<file path="src/rtl/smooth_filter_mc_pkg.sv">
// Shared defaults and size helpers for the multi-channel moving-average smoother.
package smooth_pkg;

  localparam int DEF_DATA_W     = 16;
  localparam int DEF_CHANNELS   = 3;
  localparam int DEF_MAX_LOG2   = 4;
  localparam int DEF_SAMPLE_DIV = 250000;
  localparam int DEF_SEL_W      = 3;

  // Bits needed to hold 0..value-1; never less than one bit.
  function automatic int clog2(input int value);
    int r;
    r = 0;
    while ((1 << r) < value) r++;
    if (r < 1) r = 1;
    return r;
  endfunction

  // Running-sum width: full-scale sum of a maximum window cannot overflow.
  function automatic int sum_width(input int data_w, input int max_log2);
    return data_w + max_log2;
  endfunction

  function automatic int depth_of(input int max_log2);
    return 1 << max_log2;
  endfunction

endpackage

</file>
<file path="src/rtl/smooth_filter_mc_if.sv">
// Sample/result bundle between the SPI reader, the smoother and the gesture decoder.
interface smooth_filter_mc_if
  import smooth_pkg::*;
#(
  parameter int DATA_W   = DEF_DATA_W,
  parameter int CHANNELS = DEF_CHANNELS,
  parameter int SEL_W    = DEF_SEL_W
);

  // No valid/ready: in and win_sel are sampled level inputs, en is a one-cycle
  // strobe marking a sample capture, out_valid qualifies out after a full window.
  logic [CHANNELS*DATA_W-1:0] in;
  logic [SEL_W-1:0]           win_sel;
  logic [CHANNELS*DATA_W-1:0] out;
  logic                       en;
  logic                       out_valid;

  modport master (
    output in,
    output win_sel,
    input  out,
    input  en,
    input  out_valid
  );

  modport slave (
    input  in,
    input  win_sel,
    output out,
    output en,
    output out_valid
  );

endinterface

</file>
<file path="src/rtl/smooth_filter_mc_ch.sv">
// One channel: circular sample history, running sum and registered mean.
module smooth_filter_ch
  import smooth_pkg::*;
#(
  parameter int DATA_W   = DEF_DATA_W,
  parameter int MAX_LOG2 = DEF_MAX_LOG2,
  parameter int K_W      = 3
) (
  input  logic                     clk,
  input  logic                     reset,
  input  logic signed [DATA_W-1:0] x,
  input  logic [MAX_LOG2-1:0]      wp,
  input  logic [K_W-1:0]           k,
  input  logic                     en,
  input  logic                     flush,
  output logic signed [DATA_W-1:0] y
);

  localparam int SUM_W  = sum_width(DATA_W, MAX_LOG2);
  localparam int DEPTH  = depth_of(MAX_LOG2);
  localparam int SPAN_W = MAX_LOG2 + 1;

  logic signed [DATA_W-1:0] hist [DEPTH];
  logic signed [SUM_W-1:0]  sum_q;
  logic signed [SUM_W-1:0]  x_ext;
  logic signed [SUM_W-1:0]  old_ext;
  logic [MAX_LOG2-1:0]      rd_idx;
  logic                     upd_q;

  // The sample leaving the window sits 2^k slots behind wp; with the largest
  // window that is the slot being overwritten.
  always_comb begin
    rd_idx  = wp - MAX_LOG2'(SPAN_W'(1) << k);
    x_ext   = $signed({{MAX_LOG2{x[DATA_W-1]}}, x});
    old_ext = $signed({{MAX_LOG2{hist[rd_idx][DATA_W-1]}}, hist[rd_idx]});
  end

  always_ff @(posedge clk or posedge reset) begin
    if (reset) begin
      for (int i = 0; i < DEPTH; i++) hist[i] <= '0;
      sum_q <= '0;
      upd_q <= 1'b0;
      y     <= '0;
    end else begin
      upd_q <= en & ~flush;
      if (flush) begin
        for (int i = 0; i < DEPTH; i++) hist[i] <= '0;
        sum_q <= '0;
      end else begin
        if (en) begin
          hist[wp] <= x;
          sum_q    <= sum_q + x_ext - old_ext;
        end
        // Arithmetic shift floors toward -inf; the mean always fits DATA_W.
        if (upd_q) y <= DATA_W'(sum_q >>> k);
      end
    end
  end

endmodule

</file>
<file path="src/rtl/smooth_filter_mc.sv">
// Multi-channel moving-average smoother: prescaled sample strobe, shared
// write pointer/fill count, run-time power-of-two window with flush on change.
module smooth_filter_mc
  import smooth_pkg::*;
#(
  parameter int DATA_W     = DEF_DATA_W,
  parameter int CHANNELS   = DEF_CHANNELS,
  parameter int MAX_LOG2   = DEF_MAX_LOG2,
  parameter int SAMPLE_DIV = DEF_SAMPLE_DIV,
  parameter int SEL_W      = DEF_SEL_W
) (
  input  logic               clk,
  input  logic               reset,
  smooth_filter_mc_if.slave  bus
);

  localparam int PS_W   = clog2(SAMPLE_DIV);
  localparam int K_W    = clog2(MAX_LOG2 + 1);
  localparam int FILL_W = MAX_LOG2 + 1;
  localparam int DEPTH  = depth_of(MAX_LOG2);

  logic [PS_W-1:0]            ps_cnt;
  logic                       strobe;
  logic [K_W-1:0]             k_eff;
  logic [K_W-1:0]             k_q;
  logic                       flush;
  logic [MAX_LOG2-1:0]        wp;
  logic [FILL_W-1:0]          fill;
  logic                       upd_q;
  logic                       valid_q;
  logic [CHANNELS*DATA_W-1:0] out_bus;

  // Free-running prescaler; a window flush never disturbs it.
  always_ff @(posedge clk or posedge reset) begin
    if (reset) begin
      ps_cnt <= '0;
    end else if (ps_cnt == PS_W'(SAMPLE_DIV - 1)) begin
      ps_cnt <= '0;
    end else begin
      ps_cnt <= ps_cnt + PS_W'(1);
    end
  end

  assign strobe = (ps_cnt == PS_W'(SAMPLE_DIV - 1));

  always_comb begin
    if (bus.win_sel > SEL_W'(MAX_LOG2)) k_eff = K_W'(MAX_LOG2);
    else                                k_eff = K_W'(bus.win_sel);
    flush = (k_eff != k_q);
  end

  // A flush takes priority over a coincident strobe, discarding that sample.
  always_ff @(posedge clk or posedge reset) begin
    if (reset) begin
      k_q     <= '0;
      wp      <= '0;
      fill    <= '0;
      upd_q   <= 1'b0;
      valid_q <= 1'b0;
    end else begin
      upd_q <= strobe & ~flush;
      if (flush) begin
        k_q     <= k_eff;
        fill    <= '0;
        valid_q <= 1'b0;
      end else begin
        if (strobe) begin
          wp <= wp + MAX_LOG2'(1);
          if (fill != FILL_W'(DEPTH)) fill <= fill + FILL_W'(1);
        end
        if (upd_q) valid_q <= (fill >= (FILL_W'(1) << k_q));
      end
    end
  end

  for (genvar c = 0; c < CHANNELS; c++) begin : g_ch
    smooth_filter_ch #(
      .DATA_W   (DATA_W),
      .MAX_LOG2 (MAX_LOG2),
      .K_W      (K_W)
    ) u_ch (
      .clk   (clk),
      .reset (reset),
      .x     (bus.in[c*DATA_W +: DATA_W]),
      .wp    (wp),
      .k     (k_q),
      .en    (strobe),
      .flush (flush),
      .y     (out_bus[c*DATA_W +: DATA_W])
    );
  end

  assign bus.out       = out_bus;
  assign bus.en        = strobe;
  assign bus.out_valid = valid_q;

endmodule

</file>
<file path="src/flat_wrapper.sv">
// flat-port wrapper written by rule: the top's interface ports become plain ports
module smooth_filter_mc_flat import smooth_pkg::*;
#(
  parameter int DATA_W     = DEF_DATA_W,
  parameter int CHANNELS   = DEF_CHANNELS,
  parameter int MAX_LOG2   = DEF_MAX_LOG2,
  parameter int SAMPLE_DIV = DEF_SAMPLE_DIV,
  parameter int SEL_W      = DEF_SEL_W
)
  (clk, reset, bus_in, bus_win_sel, bus_out, bus_en, bus_out_valid);
  smooth_filter_mc_if #(.DATA_W(DATA_W), .CHANNELS(CHANNELS), .SEL_W(SEL_W)) bus_i ();
  input  logic clk;
  input  logic reset;
  input wire logic [$bits(bus_i.in)-1:0] bus_in;
  input wire logic [$bits(bus_i.win_sel)-1:0] bus_win_sel;
  output wire logic [$bits(bus_i.out)-1:0] bus_out;
  output wire logic [$bits(bus_i.en)-1:0] bus_en;
  output wire logic [$bits(bus_i.out_valid)-1:0] bus_out_valid;
  assign bus_i.in = bus_in;
  assign bus_i.win_sel = bus_win_sel;
  assign bus_out = bus_i.out;
  assign bus_en = bus_i.en;
  assign bus_out_valid = bus_i.out_valid;
  smooth_filter_mc #(.DATA_W(DATA_W), .CHANNELS(CHANNELS), .MAX_LOG2(MAX_LOG2), .SAMPLE_DIV(SAMPLE_DIV), .SEL_W(SEL_W)) u_core (.clk(clk), .reset(reset), .bus(bus_i));
endmodule
</file>
<file path="config.mk">
export PLATFORM = sky130hd
export DESIGN_NAME = smooth_filter_mc_flat
export DESIGN_NICKNAME = d
export VERILOG_FILES = /design/src/rtl/smooth_filter_mc_pkg.sv /design/src/rtl/smooth_filter_mc_if.sv /design/src/rtl/smooth_filter_mc_ch.sv /design/src/rtl/smooth_filter_mc.sv /design/src/flat_wrapper.sv
export SDC_FILE = /design/constraint.sdc
export NUM_CORES = 2
export LEC_CHECK = 0
export CORE_AREA = 2 2 391 296
export CTS_CLUSTER_SIZE = 40
export DETAILED_ROUTE_END_ITERATION = 16
export DIE_AREA = 0 0 393 298
export PLACE_DENSITY_LB_ADDON = 0.25
export SETUP_SLACK_MARGIN = 0.1
export SLEW_MARGIN = 20
export SYNTH_ARGS = -nofsm -noshare
export SYNTH_HDL_FRONTEND = slang
export SYNTH_SLANG_ARGS = --single-unit
</file>
<file path="constraint.sdc">
create_clock -name clk -period 48.3 [get_ports clk]
set_input_delay 4.83 -clock clk [delete_from_list [all_inputs] [get_ports clk]]
set_output_delay 4.83 -clock clk [all_outputs]
set_load 0.05 [all_outputs]
</file>
==> metrics <==
GR Util All Layers=25.73%; buffer levels on the longest clock path=3; hold path startpoint=u_core.ps_cnt[0]; setup repair after global routing missed its margin=false; Worst setup SP type=input port; highest net fanout along the worst path=17; share of the clock period used by the worst path=16.81%; met1 routed wirelength after detailed routing=65.43 mm; fraction of final layout cells with drive strength greater than 1=13.67%; Synth cell types=65; flops & latches, synth=908; total half-perimeter wirelength after legalization and detailed placement=81.31 mm; count of nets after finishing=3790; maximum number of pins on one net before global-route repair=162; Yosys warnings=0; Cell Rows=107; area delta synth->final=11.85%; worst endpoint required time=48.84 ns; reg-to-reg slack, setup=40.19 ns; number of enable-type register cells in the synthesized netlist=0; wire length of the first global-routing pass=225.4 mm; highest metal layer with signal wires=met4; clock input transition at the sequential cells of the worst setup and hold paths=0.06 ns; clock share of power=42.4%; 1st-iter DRT viols=3549; peak supply drop=0.02748 mV; average size of a mapped cell=12.11 sq um; Mapped Cells=3712; Floorplan Core Area=113100 sq um; chip height=298 um; remaining design rule violation count=0; terminating pin of the worst hold path=u_core.ps_cnt[0]; dominant cell type by count on the critical path=a211oi_1; number of setup buffers added after CTS=0; Met3 Routed Length=13.26 mm; Post-Syn Area=44950 sq um; slowest library cell on the worst path=clkdlybuf4s50_1; Max-cap violations=0; most area-hungry cell type in the Yosys netlist=dfrtp_1; ranking of synthesized cells by area=dfrtp_1, a22o_1, mux4_2; TNS Setup=0 ns; count of cells along the worst register-to-register path=20; number of hold-repair buffers added at the cts stage=0; slowest cell delay on critical path=0.96 ns; Hold Crit Class=reg2reg; Worst Skew=0.02698 ns; clock sink count=908; Critical Path AT=8.66 ns; P_int=0.001221 W; sum of overflow across all layers after global routing=0; Critical Path Sink Type=register; Max Fclk=0.1232 GHz; sequential share of the synthesized area=50.55%; Yosys top cell area share=50.55%; count of port buffers added during placement=102; starting density of the core=39.73%; startpoint of the worst-slack reg-to-reg timing path=u_core.k_q[0]; static leakage=22.64 nW; Routability Congestion=0.8867; average detailed-routed wire length per instance=28.84 um; share of total power in sequential cells=45.1%; clock latency of the later-clocked register in the worst-skew pair=0.69 ns; final count of negative-setup-slack endpoints=0; CP Cell Sequence=clkdlybuf4s50_1 -> fa_1 -> ha_1 -> a211oi_1 -> o21bai_1 -> a211oi_1 -> o21ai_0 -> nand4_1 -> mux2i_1 -> nand3_1; Synth top cells by count=dfrtp_1, a22o_1, nand2_1, mux4_2, clkbuf_1; detailed-routing iteration count for the pre-antenna-repair pass=6; endpoints failing hold=0; total chip power=0.001686 W; cell with the most instances after synthesis=dfrtp_1; number of buffers inserted during clock tree synthesis=88; Top-Level Pins=103; combinational share of power=12.5%; end of the worst register-to-register path=u_core.g_ch[0].u_ch.sum_q[19]; switching part of the total=27.60%; final worst path period need=8.118 ns; antenna violations before repair=11; run status=finished, final reports clean; number of global-route vias before repair=32529; synthesized netlist net count=3901; via count normalized by instance count=6.275; routed length on met2=67.12 mm; Hold Path Cell Cnt=1; total power divided by cell area=33.55 nW/um^2; most frequently used flop master after synthesis=dfrtp_1; CTS tree=done; number of antenna-violating nets in the routed design=0; area of the die=117100 sq um; count of instances resized after the clock tree is built=0; power spent charging and discharging nets=0.0004654 W; Rel. slew slack=18.69%; aggregate routed wire length=150.2 mm; library cell used as clock root buffer=clkbuf_16; share of synthesized registers carrying an async set or reset=100.0%; Setup CP Type=in2reg; filler instances=10306; actual slew at the worst max-slew pin=1.220 ns; total via count after detailed routing=32674; Die Width=393 um; final max-slew violation count=0; H-tree depth=3
[cell type report]
| type | count | area, sq um | area share (%) |
|---|---|---|---|
| Sequential cell | 908 | 22730 | 45.21 |
| Clock buffer | 125 | 2502 | 4.978 |
| Timing Repair Buffer | 194 | 1773 | 3.527 |
| Inverter | 75 | 290.3 | 0.5774 |
| Antenna cell | 10 | 25.02 | 0.04978 |
| Clock inverter | 35 | 396.6 | 0.7890 |
| Tap cell | 1526 | 1909 | 3.798 |
| Multi-Input combinational cell | 2334 | 20650 | 41.07 |
[routing by layer]
layer  vias up  track usage [%]
li1      13689                -
met1     17169            37.24
met2      1546            38.33
met3       270            5.858
met4         0            8.000
met5         -                0
[worst max path at each step]
stage / start / to / cells past startpoint
floorplan: reset / u_core.bus.out_valid / 1
global placement: reset / u_core.g_ch[2].u_ch.hist[5] / 5
detailed placement: reset / u_core.g_ch[2].u_ch.hist[21] / 5
CTS: reset / u_core.g_ch[2].u_ch.hist[37] / 5
global route: reset / u_core.g_ch[2].u_ch.hist[17] / 5
finish: bus_in[1] / u_core.g_ch[0].u_ch.sum_q[19] / 10
[critical path: cells and delay by family]
| kind | cells | cell delay (ns) |
|---|---|---|
| AO/OA/AOI/OAI | 4 | 1.41 |
| buffers and inverters | 1 | 0.96 |
| adder cells (fa/ha/maj) | 2 | 0.88 |
| AND/OR/NAND/NOR | 2 | 0.36 |
| multiplexers | 1 | 0.23 |
[flip-flops by register name, summed over array words and instances (netlist names)]
signal / cells
u_core.fill: 5
u_core.wp: 4
u_core.ps_cnt: 18
u_core.k_q: 3
u_core.bus.out_valid: 1
u_core.g_ch.u_ch.upd_q: 1
u_core.g_ch.u_ch.hist: 768
u_core.g_ch.u_ch.sum_q: 60
u_core.g_ch.u_ch.y: 48
[per-stage QoR]
step | instances | instance area (sq um) | setup WS, ns | hold slack (ns) | utilization, %
after floorplan | 3712 | 44950 | 17.94 | 0.4244 | -
after global placement | 5036 | 47320 | 39.38 | 0.4534 | 41.82
after detailed placement | 5037 | 47340 | 39.39 | 0.4601 | 41.85
after CTS | 5197 | 50240 | 40.13 | 0.4683 | 44.41
after global routing | 5205 | 50270 | 39.71 | 0.4873 | 44.43
final | 5207 | 50270 | 40.18 | 0.4633 | 44.44
[cells in the final DEF (no fill, tap or decap), drive strengths merged, types with 77 or more instances in the layout]
cell type and count:
a21oi 99, a22o 770, buf 92, clkbuf 125
clkdlybuf4s50 102, dfrtp 908, ha 78, inv 77
mux4 205, nand2 400, nor2 96, o21ai 139
[power by group through the flow]
stage | clock (W) | combinational, W | sequential, W
2_1_floorplan | 0 | 0.000137 | 0.000776
3_3_place_gp | 0 | 0.000208 | 0.000775
3_5_place_dp | 0 | 0.000208 | 0.000775
4_1_cts | 0.000722 | 0.000209 | 0.000761
5_1_grt | 0.000757 | 0.000229 | 0.000760
6_report | 0.000715 | 0.000211 | 0.000761
[cell families (layout without fill, tap and decap cells)]
logic type / count (synthesis) / count (layout) / share of synthesized area, %
xor gates and xnor gates: 64 / 64 / 1.247
muxes: 271 / 271 / 11.76
other: 0 / 10 / 0
adders and majority gates: 136 / 136 / 4.755
AOI/OAI and AO/OA: 1176 / 1176 / 20.55
buffers and inverters: 470 / 429 / 4.348
DFF: 908 / 908 / 50.55
and+or+nand+nor: 687 / 687 / 6.779
No activity file was read; power rests on OpenSTA's default activity.
